===== src/rtl/parity_up_down_counter.sv =====
// parity_up_down_counter
//
// Parametrised up/down counter that walks through every value, only the odd
// values, or only the even values of a WIDTH-bit range, chosen at run time.
// A synchronous load has priority over counting. At the ends of the range the
// counter either wraps or saturates, depending on SATURATE.
//
// Parameters:
//   WIDTH    counter width in bits (minimum 2)
//   SATURATE 0 = wrap at the bounds, 1 = hold at the bounds
//
// Ports:
//   clk      rising-edge clock
//   reset    asynchronous active-low reset (count=0, wrap=0)
//   en       count enable; a step is taken only while high
//   Y        direction: 1 = up, 0 = down
//   mode     00 = all values, 01 = odd only, 10 = even only, 11 = hold
//   load     synchronous load strobe (beats en)
//   load_val value written on load, used verbatim
//   count    registered counter value
//   tc       combinational terminal count: count is the last valid value
//            for the current mode/direction
//   wrap     registered one-cycle pulse: the previous edge wrapped
module parity_up_down_counter #(
   parameter int WIDTH    = 4,
   parameter bit SATURATE = 1'b0
) (
   input  logic             clk,
   input  logic             reset,
   input  logic             en,
   input  logic             Y,
   input  logic [1:0]       mode,
   input  logic             load,
   input  logic [WIDTH-1:0] load_val,
   output logic [WIDTH-1:0] count,
   output logic             tc,
   output logic             wrap
);

   typedef enum logic [1:0] {
      MODE_ALL  = 2'b00,
      MODE_ODD  = 2'b01,
      MODE_EVEN = 2'b10,
      MODE_HOLD = 2'b11
   } mode_t;

   localparam logic [WIDTH-1:0] ZERO    = '0;
   localparam logic [WIDTH-1:0] ONE     = WIDTH'(1);
   localparam logic [WIDTH-1:0] TWO     = WIDTH'(2);
   localparam logic [WIDTH-1:0] MAXV    = {WIDTH{1'b1}};
   localparam logic [WIDTH-1:0] MAXV_M1 = MAXV - ONE;

   mode_t            mode_sel;
   logic [WIDTH-1:0] lo_bound;
   logic [WIDTH-1:0] hi_bound;
   logic [WIDTH-1:0] step_size;
   logic             aligned;
   logic [WIDTH-1:0] next_count;
   logic             next_wrap;

   assign mode_sel = mode_t'(mode);

   // Decode the current mode into the bounds and stride of its valid set, and
   // decide whether the present count actually belongs to that set. A count
   // can be off-parity after a load or a mode change; such a count is
   // nudged by one unit on its next step instead of taking a full stride.
   always_comb begin
      lo_bound  = ZERO;
      hi_bound  = MAXV;
      step_size = ONE;
      aligned   = 1'b1;
      case (mode_sel)
         MODE_ODD: begin
            lo_bound  = ONE;
            hi_bound  = MAXV;
            step_size = TWO;
            aligned   = count[0];
         end
         MODE_EVEN: begin
            lo_bound  = ZERO;
            hi_bound  = MAXV_M1;
            step_size = TWO;
            aligned   = ~count[0];
         end
         default: begin
            lo_bound  = ZERO;
            hi_bound  = MAXV;
            step_size = ONE;
            aligned   = 1'b1;
         end
      endcase
   end

   // Next-state decision: load beats a step, a step beats holding. The
   // off-parity branch only meets a range edge in two places: count 0 going
   // down in odd mode, and count MAXV going up in even mode. Saturating there
   // means settling on the nearest valid value on the other side.
   always_comb begin
      next_count = count;
      next_wrap  = 1'b0;
      if (load) begin
         next_count = load_val;
      end else if (en && (mode_sel != MODE_HOLD)) begin
         if (aligned) begin
            if (Y) begin
               if (count == hi_bound) begin
                  if (!SATURATE) begin
                     next_count = lo_bound;
                     next_wrap  = 1'b1;
                  end
               end else begin
                  next_count = count + step_size;
               end
            end else begin
               if (count == lo_bound) begin
                  if (!SATURATE) begin
                     next_count = hi_bound;
                     next_wrap  = 1'b1;
                  end
               end else begin
                  next_count = count - step_size;
               end
            end
         end else begin
            if (!Y && (count == ZERO)) begin
               if (SATURATE) begin
                  next_count = ONE;
               end else begin
                  next_count = MAXV;
                  next_wrap  = 1'b1;
               end
            end else if (Y && (count == MAXV)) begin
               if (SATURATE) begin
                  next_count = MAXV_M1;
               end else begin
                  next_count = ZERO;
                  next_wrap  = 1'b1;
               end
            end else if (Y) begin
               next_count = count + ONE;
            end else begin
               next_count = count - ONE;
            end
         end
      end
   end

   // Terminal count is purely combinational so it reacts to a mode or
   // direction change before the next edge. It stays low for off-parity
   // counts and in hold mode.
   assign tc = (mode_sel != MODE_HOLD) && aligned &&
               (Y ? (count == hi_bound) : (count == lo_bound));

   // State register: the count and the wrap pulse both update on the edge
   // that made the decision; reset clears them without waiting for a clock.
   always_ff @(posedge clk or negedge reset) begin
      if (!reset) begin
         count <= '0;
         wrap  <= 1'b0;
      end else begin
         count <= next_count;
         wrap  <= next_wrap;
      end
   end

endmodule


===== config.mk =====
export PLATFORM = sky130hd
export DESIGN_NAME = parity_up_down_counter
export DESIGN_NICKNAME = d
export VERILOG_FILES = /design/src/rtl/parity_up_down_counter.sv
export SDC_FILE = /design/constraint.sdc
export NUM_CORES = 1
export LEC_CHECK = 0
export ABC_CLOCK_PERIOD_IN_PS = 3210
export CAP_MARGIN = 25
export CORE_UTILIZATION = 40
export CTS_CLUSTER_DIAMETER = 100
export DETAILED_ROUTE_END_ITERATION = 8
export GPL_TIMING_DRIVEN = 0
export PLACE_DENSITY_LB_ADDON = 0.3
export SLEW_MARGIN = 20
export SYNTH_ARGS = -nofsm -noshare
export SYNTH_HDL_FRONTEND = slang
export SYNTH_SLANG_ARGS = --single-unit
export TNS_END_PERCENT = 1

===== constraint.sdc =====
create_clock -name clk -period 3.21 [get_ports clk]
set_input_delay 0.4815 -clock clk [delete_from_list [all_inputs] [get_ports clk]]
set_output_delay 0.4815 -clock clk [all_outputs]
set_load 0.02 [all_outputs]

==> summary.txt, run 1 <==
Clock tree
  • Cts hold-fix bufs: 0
  • Sink Count: 5
  • Root Buffer: clkbuf_4
  • Later-pin clock latency in the skew report: 240 ps
  • H-tree levels: 1
  • CTS Buffer Depth: 2
  • Reg clk slew, reported paths: 40 ps
  • CTS tree: done
  • Inserted Clock Buffers: 3

Die
  • Die Wd: 47.9 um
  • Die area: 0.00230 mm2
  • IO Pins: 17
  • Die Y-Extent: 47.9 um
  • Core area: 0.00196 mm2
  • Initial Util: 43.0%
  • Site Rows: 16

Cells and area
  • Leading cell type in the layout, fill and taps excluded: clkdlybuf4s50_1
  • Layout Area Growth over Synthesis: 24.8%
  • Commonest cells after routing, fill and taps aside: clkdlybuf4s50_1 (14), ha_1 (10), a21oi_1 (9)
  • FF/Latch Area: 125 um2
  • Fillers: 191
  • Area of the multi-input gates: 653 um2
  • Final Non-Filler Cells: 146
  • Fin nets: 144
  • Share of post-route cells with drive strength above 1: 15.1%
  • Antenna Cells: 0

GRT
  • Total grt overflow: 0
  • Largest net degree at the start of global routing: 12
  • Initial antenna violation count: 0
  • Global-route wire length before repair: 2.75 mm
  • Number of global-route vias before repair: 633
  • Global router's overall resource usage: 17.3%

Logic synthesis
  • Synth Instances: 100
  • Synth cell types: 38
  • Syn_nets: 124
  • Sequential area share after synthesis: 14.8%
  • Yosys reg bits: 5
  • Mean post-synth cell area: 8.43 um2
  • Syn. warnings: 0
  • Post-synth top area cell: dfrtp_1
  • Top cell type's share of synthesized area: 14.8%
  • Ranking of synthesized cells by area: dfrtp_1 (15%), ha_1 (15%), fa_1 (7.1%)
  • Area of the mapped netlist: 843 um2

Critical path
  • WP buf/inv: 3
  • Crit-path max cell delay: 510 ps
  • CP max FO: 5
  • Slowest-stage cell, CP: clkdlybuf4s50_1
  • Worst Setup End Kind: output pin
  • Crit path cell chain: clkdlybuf4s50_1 > inv_1 > ha_1 > xnor2_1 > nor2_2 > nand2_1 > o21a_1 > nor3_1 > dlygate4sd2_1
  • Setup CP Type: input pin to output pin
  • Crit path arrival time: 2400 ps
  • R2r setup slk: 1150 ps
  • Required time of the critical path: 2730 ps
  • Largest delay share family, worst path: buffers and inverters
  • Critical path launch point type: input pin

Flow run
  • Max-cap viol count: 0

Placement
  • Port Buf Inserts: 15
  • Placed cell count: 142
  • Post-DP HPWL: 1.47 mm
  • RD Place Congestion: 0.822

Timing
  • Measured slew at the worst slew-check pin: 484 ps
  • Fmax: 0.347 GHz
  • Setup TNS: 0 ps
  • Post-layout min period: 2880 ps
  • Final Hold Fails: 0
  • Setup violators final: 0
  • Relative slew margins: 67.7%
  • Slew Viols, Final: 0
  • Max Clock Skew: 1.09 ps
  • Hold_ws: 454 ps
  • Final Cycle Share: 89.7%
  • Setup repair after global routing missed its margin: false

Detailed routing
  • DRC: 0
  • Vias/cell: 5.37
  • Wire per inst: 12.5 um
  • Pre-Repair DR Iteration Count: 4
  • DRT antenna net count: 0
  • Starting DRC count in detailed routing: 15
  • Total Wirelength: 1.82 mm
  • Via count: 784

Power and ir drop
  • Maximum vdd drop: 0.169 mV
  • Pwr per Cell Area: 393 mW/mm2
  • Static Leak: 0.434 nW

Hold path
  • Hold WC Path Type: input pin to async pin

Outcome
  • Outcome: finished, final reports clean
## report_power, final
part	switching [mW]	internal [mW]	total [mW]	leakage, nW
clock	0.0257	0.0470	0.0727	0.0150
sequential	0.0185	0.0715	0.0900	0.0607
combinational	0.133	0.118	0.251	0.358
total	0.177	0.236	0.413	0.434
## registers in the layout, indices dropped and copies added, names as in the netlist
register / flops
wrap: 1
count: 4
## worst reg2reg max path, delay by kind of cell, from the launching register on
kind                       cells  cell delay, ps
AOI/OAI and AO/OA              3             490
adders and majority gates      2             520
buffers and inverters          3             340
DFF                            1             430
and+or+nand+nor                1             150
## per-stage QoR
step                worst slack [ps]  total power [mW]  area [um2]  utilization, %
floorplan                        918             0.268         843               -
global placement                68.4             0.335        1030            52.4
detailed placement              18.1             0.340        1030            52.4
CTS                              294             0.414        1050            53.6
global route                     200             0.450        1050            53.6
finish                           330             0.413        1050            53.6
## layer usage
| layer | vias to the layer above | share of wire [%] | track usage, % |
|---|---|---|---|
| li1 | 391 | - | - |
| met1 | 365 | 45 | 24.6 |
| met2 | 26 | 51 | 27.8 |
| met3 | 2 | 3.7 | 2.26 |
| met4 | 0 | 0.88 | 3.33 |
| met5 | - | 0 | 0 |
## final timing paths
path,startpoint,cells past startpoint,endpoint
setup / recovery,mode[0],9,tc
hold / removal,reset,1,count[1]
setup reg to reg,count[0],9,count[2]
hold reg to reg,count[3],4,count[3]
max in group asynchronous,reset,1,count[2]
min in group clk,load,3,count[2]
## logic make-up (layout without fill, tap and decap cells)
| kind of cell | count (synthesis) | after routing | synth area share, % |
|---|---|---|---|
| flops | 5 | 5 | 14.8 |
| fa+ha+maj | 13 | 13 | 22.0 |
| xor+xnor | 6 | 6 | 7.12 |
| simple gates | 29 | 29 | 18.1 |
| compound gates | 33 | 33 | 29.1 |
| buf+inv | 13 | 32 | 7.71 |
| mux | 1 | 1 | 1.19 |
## final cells by class
class                   instances  share of cell area (%)
clock buffers                   4                    2.50
inverters                       9                    3.21
multi-input cells              82                    62.1
flip-flops and latches          5                    11.9
repair buffers                 15                    14.1
well taps                      27                    3.21
plain buffers                   4                    2.97
## timing repair
action / in CTS / in global routing
buffers inserted: 0 / 0
endpoints found under the setup margin: 1 / 0
resized for setup: 1 / 0
## cells in the mapped netlist
library cell  instances
o31a_1                1
o2bb2ai_1             1
or2_1                 1
buf_6                 2
nand2_1               5
o21ai_0               5
o221ai_1              1
xnor2_2               1
a21bo_1               1
nor2b_1               4
xnor2_1               5
a21o_1                1
inv_1                 8
nor3_2                2
a21oi_1               9
a221oi_2              2
nand2_2               1
a211oi_1              2
a21boi_2              1
a31oi_1               1
o21ai_1               1
dfrtp_1               5
inv_2                 1
nand2b_1              2
clkbuf_1              1
ha_1                 10
nor3_1                2
buf_2                 1
o21a_1                2
nor2_1                7
mux2i_1               1
nor2_2                1
nand3_1               3
fa_1                  3
a21oi_2               2
o21ai_4               1
o211ai_1              2
and3_1                1
No activity file was read; power rests on OpenSTA's default activity.
==> run 2: changes to the inputs <==
Settings changed: ABC_AREA set to 1, PLACE_DENSITY_LB_ADDON 0.3 to unset.
==> run 2 against run 1 <==
  * Area after synthesis grew 2.5%
  * Clock skew is 9.0 ps higher
  * Flip-flop and latch count is the same
  * Die area is 2.4% higher
  * Critical endpoint unchanged
  * Power is 10% higher
==> summary.txt, run 2 <==
Outcome
  • Outcome: finished, final reports clean (unchanged)

Clock tree
  • CTS tree: done (unchanged)
  • Inserted Clock Buffers: 3 (unchanged)
  • Reg clk slew, reported paths: 50 ps (was 40 ps)
  • Later-pin clock latency in the skew report: 240 ps (about the same)
  • Sink Count: 5 (unchanged)
  • CTS Buffer Depth: 2 (unchanged)
  • H-tree levels: 1 (unchanged)
  • Root Buffer: clkbuf_4 (unchanged)

Detailed routing
  • Pre-Repair DR Iteration Count: 4 (unchanged)
  • Starting DRC count in detailed routing: 20 (was 15)
  • Wire per inst: 10.2 um (was 12.5 um)
  • DRC: 0 (unchanged)
  • Vias/cell: 4.73 (was 5.37)
  • Total Wirelength: 1.92 mm (was 1.82 mm)
  • Via count: 890 (was 784)
  • DRT antenna net count: 0 (unchanged)

Placement
  • Placed inst area: 0.00105 mm2 (was 0.00103 mm2)
  • Placed cell count: 184 (was 142)
  • Post-DP HPWL: 1.57 mm (was 1.47 mm)
  • RD Place Congestion: 0.849 (was 0.822)
  • Port Buf Inserts: 15 (unchanged)

Logic synthesis
  • Synth cell types: 20 (was 38)
  • Top_reg_cell synth: dfrtp_1 (unchanged)
  • Mean post-synth cell area: 6.09 um2 (was 8.43 um2)
  • Syn. warnings: 0 (unchanged)
  • Post-synth EDFFs: 0 (unchanged)
  • Synth Instances: 142 (was 100)
  • Syn_nets: 166 (was 124)
  • Ranking of synthesized cells by area: nand2_1 (25%), dfrtp_1 (14%), ha_1 (14%) (was dfrtp_1 (15%), ha_1 (15%), fa_1 (7.1%))
  • Sequential area share after synthesis: 14.5% (was 14.8%)
  • Yosys reg bits: 5 (unchanged)
  • Most instantiated cells after synthesis: nand2_1 (58), inv_1 (18), ha_1 (10), nor2_1 (10), nand3_1 (9) (was ha_1 (10), a21oi_1 (9), inv_1 (8))
  • Most common cell in the netlist: nand2_1 (was ha_1)
  • Area of the mapped netlist: 865 um2 (was 843 um2)
  • Post-synth top area cell: nand2_1 (was dfrtp_1)
  • Top cell type's share of synthesized area: 25.2% (was 14.8%)
  • Synth async-reset ratio: 100% (unchanged)

Critical path
  • Crit path arrival time: 2190 ps (was 2400 ps)
  • Worst Setup End Kind: output pin (unchanged)
  • R2r setup slk: 1230 ps (was 1150 ps)
  • Critical path launch point type: input pin (unchanged)
  • CP max FO: 4 (was 5)
  • Setup CP Type: input pin to output pin (unchanged)
  • Required time of the critical path: 2730 ps (about the same)

GRT
  • Initial antenna violation count: 0 (unchanged)
  • Global-route wire length before repair: 3.47 mm (was 2.75 mm)
  • Total grt overflow: 0 (unchanged)
  • Largest net degree at the start of global routing: 12 (unchanged)
  • Global router's overall resource usage: 18.7% (was 17.3%)
  • Number of global-route vias before repair: 863 (was 633)

Power and ir drop
  • Maximum vdd drop: 0.233 mV (was 0.169 mV)
  • Pwr per Cell Area: 423 mW/mm2 (was 393 mW/mm2)
  • Static Leak: 0.605 nW (was 0.434 nW)

Timing
  • Post-layout min period: 2670 ps (was 2880 ps)
  • Relative slew margins: 69.4% (was 67.7%)
  • Fmax: 0.374 GHz (was 0.347 GHz)
  • Final Cycle Share: 83.2% (was 89.7%)
  • Measured slew at the worst slew-check pin: 459 ps (was 484 ps)
  • Max Clock Skew: 10.1 ps (was 1.09 ps)
  • Slew Viols, Final: 0 (unchanged)
  • Setup violators final: 0 (unchanged)
  • Final Hold Fails: 0 (unchanged)
  • Setup TNS: 0 ps (unchanged)
  • Setup repair after global routing missed its margin: false (unchanged)

Die
  • Site Rows: 16 (unchanged)
  • Die Wd: 48.5 um (was 47.9 um)
  • Die area: 0.00235 mm2 (was 0.00230 mm2)
  • Core area: 0.00200 mm2 (was 0.00196 mm2)
  • Die Y-Extent: 48.5 um (was 47.9 um)
  • Initial Util: 43.2% (was 43.0%)
  • IO Pins: 17 (unchanged)

Cells and area
  • Share of post-route cells with drive strength above 1: 8.70% (was 15.1%)
  • Leading cell type in the layout, fill and taps excluded: nand2_1 (was clkdlybuf4s50_1)
  • Largest reg by FF count: count (unchanged)
  • Final Non-Filler Cells: 188 (was 146)
  • Antenna Cells: 0 (unchanged)
  • Largest registers: count (4), wrap (1) (unchanged)
  • Layout Area Growth over Synthesis: 24.6% (was 24.8%)
  • Fin nets: 186 (was 144)
  • Commonest cells after routing, fill and taps aside: nand2_1 (58), inv_1 (18), clkdlybuf4s50_1 (14) (was clkdlybuf4s50_1 (14), ha_1 (10), a21oi_1 (9))
  • Number of flip-flops in the largest register: 4 (unchanged)
  • Design area: 0.00108 mm2 (was 0.00105 mm2)

Hold path
  • Hold WC Path Type: input pin to async pin (unchanged)

Flow run
  • Max-cap viol count: 0 (unchanged)
run 2: changes by cell type after synthesis, moves of 3 or more:
cell / previous run / this run
nand2_1: 5 / 58
inv_1: 8 / 18
nand3_1: 3 / 9
nor2b_1: 4 / 0
nor2_1: 7 / 10
nor2_2: 1 / 4
o21ai_0: 5 / 2
xnor2_1: 5 / 2
xor2_1: 0 / 3
run 2: report_power, final:
part	switching [mW]	total, mW	internal (mW)
clock network	0.0259	0.0729	0.0470
registers	0.0222	0.0960	0.0737
logic	0.167	0.287	0.120
run 2: kinds of logic after synthesis:
logic type | Yosys count | synth area share [%]
xor gates and xnor gates | 5 | 5.07
and+or+nand+nor | 84 | 40.1
adders and majority gates | 13 | 21.4
buffers and inverters | 22 | 9.98
AOI/OAI and AO/OA | 13 | 8.97
DFF | 5 | 14.5
run 2: stage by stage:
step           util, %  setup WS, ps  power (mW)  hold WS (ps)
3_3_place_gp      52.4           143       0.380           685
3_5_place_dp      52.4           142       0.384           691
5_1_grt           53.8           391       0.509           473
4_1_cts           53.7           122       0.462           469
6_report          53.8           539       0.456           469
2_1_floorplan        -          1050       0.301           186
run 2: path summary, 6_finish.rpt:
kind	end	start	cells after the start
worst max-delay path	tc	mode[0]	10
min in group clk	count[3]	count[3]	3
worst min register to register	count[3]	count[3]	3
worst max register to register	count[1]	count[0]	10
worst min-delay path	count[1]	reset	1
max in group asynchronous	count[3]	reset	1
run 2: area by class of cell:
type                    count  area, um2
flip-flops and latches      5        125
repair buffers             15        153
fillers                   208        925
inverters                  19       71.3
clock buffers               4       26.3
multi-input cells         115        653
plain buffers               3       15.0
well taps                  27       33.8
run 2: critical path: stages:
cell	delay (ps)
clkdlybuf4s50_1	500
inv_1	50
ha_1	220
nand2_1	70
inv_1	50
nor2_2	130
a21oi_2	100
o21bai_1	200
nor3_1	130
dlymetal6s2s_1	240
run 2: metal layers:
layer,GRT usage [%],routed length (um),vias to the layer above
met5,0,0,-
met4,4.41,0,0
li1,-,-,474
met1,23.9,947,396
met2,32.2,908,20
met3,3.77,59,0
run 2: timing repair:
action	CTS	global route
setup endpoints to repair	0	1
setup buffers	0	0
resized for setup	0	1
hold buffers	0	0
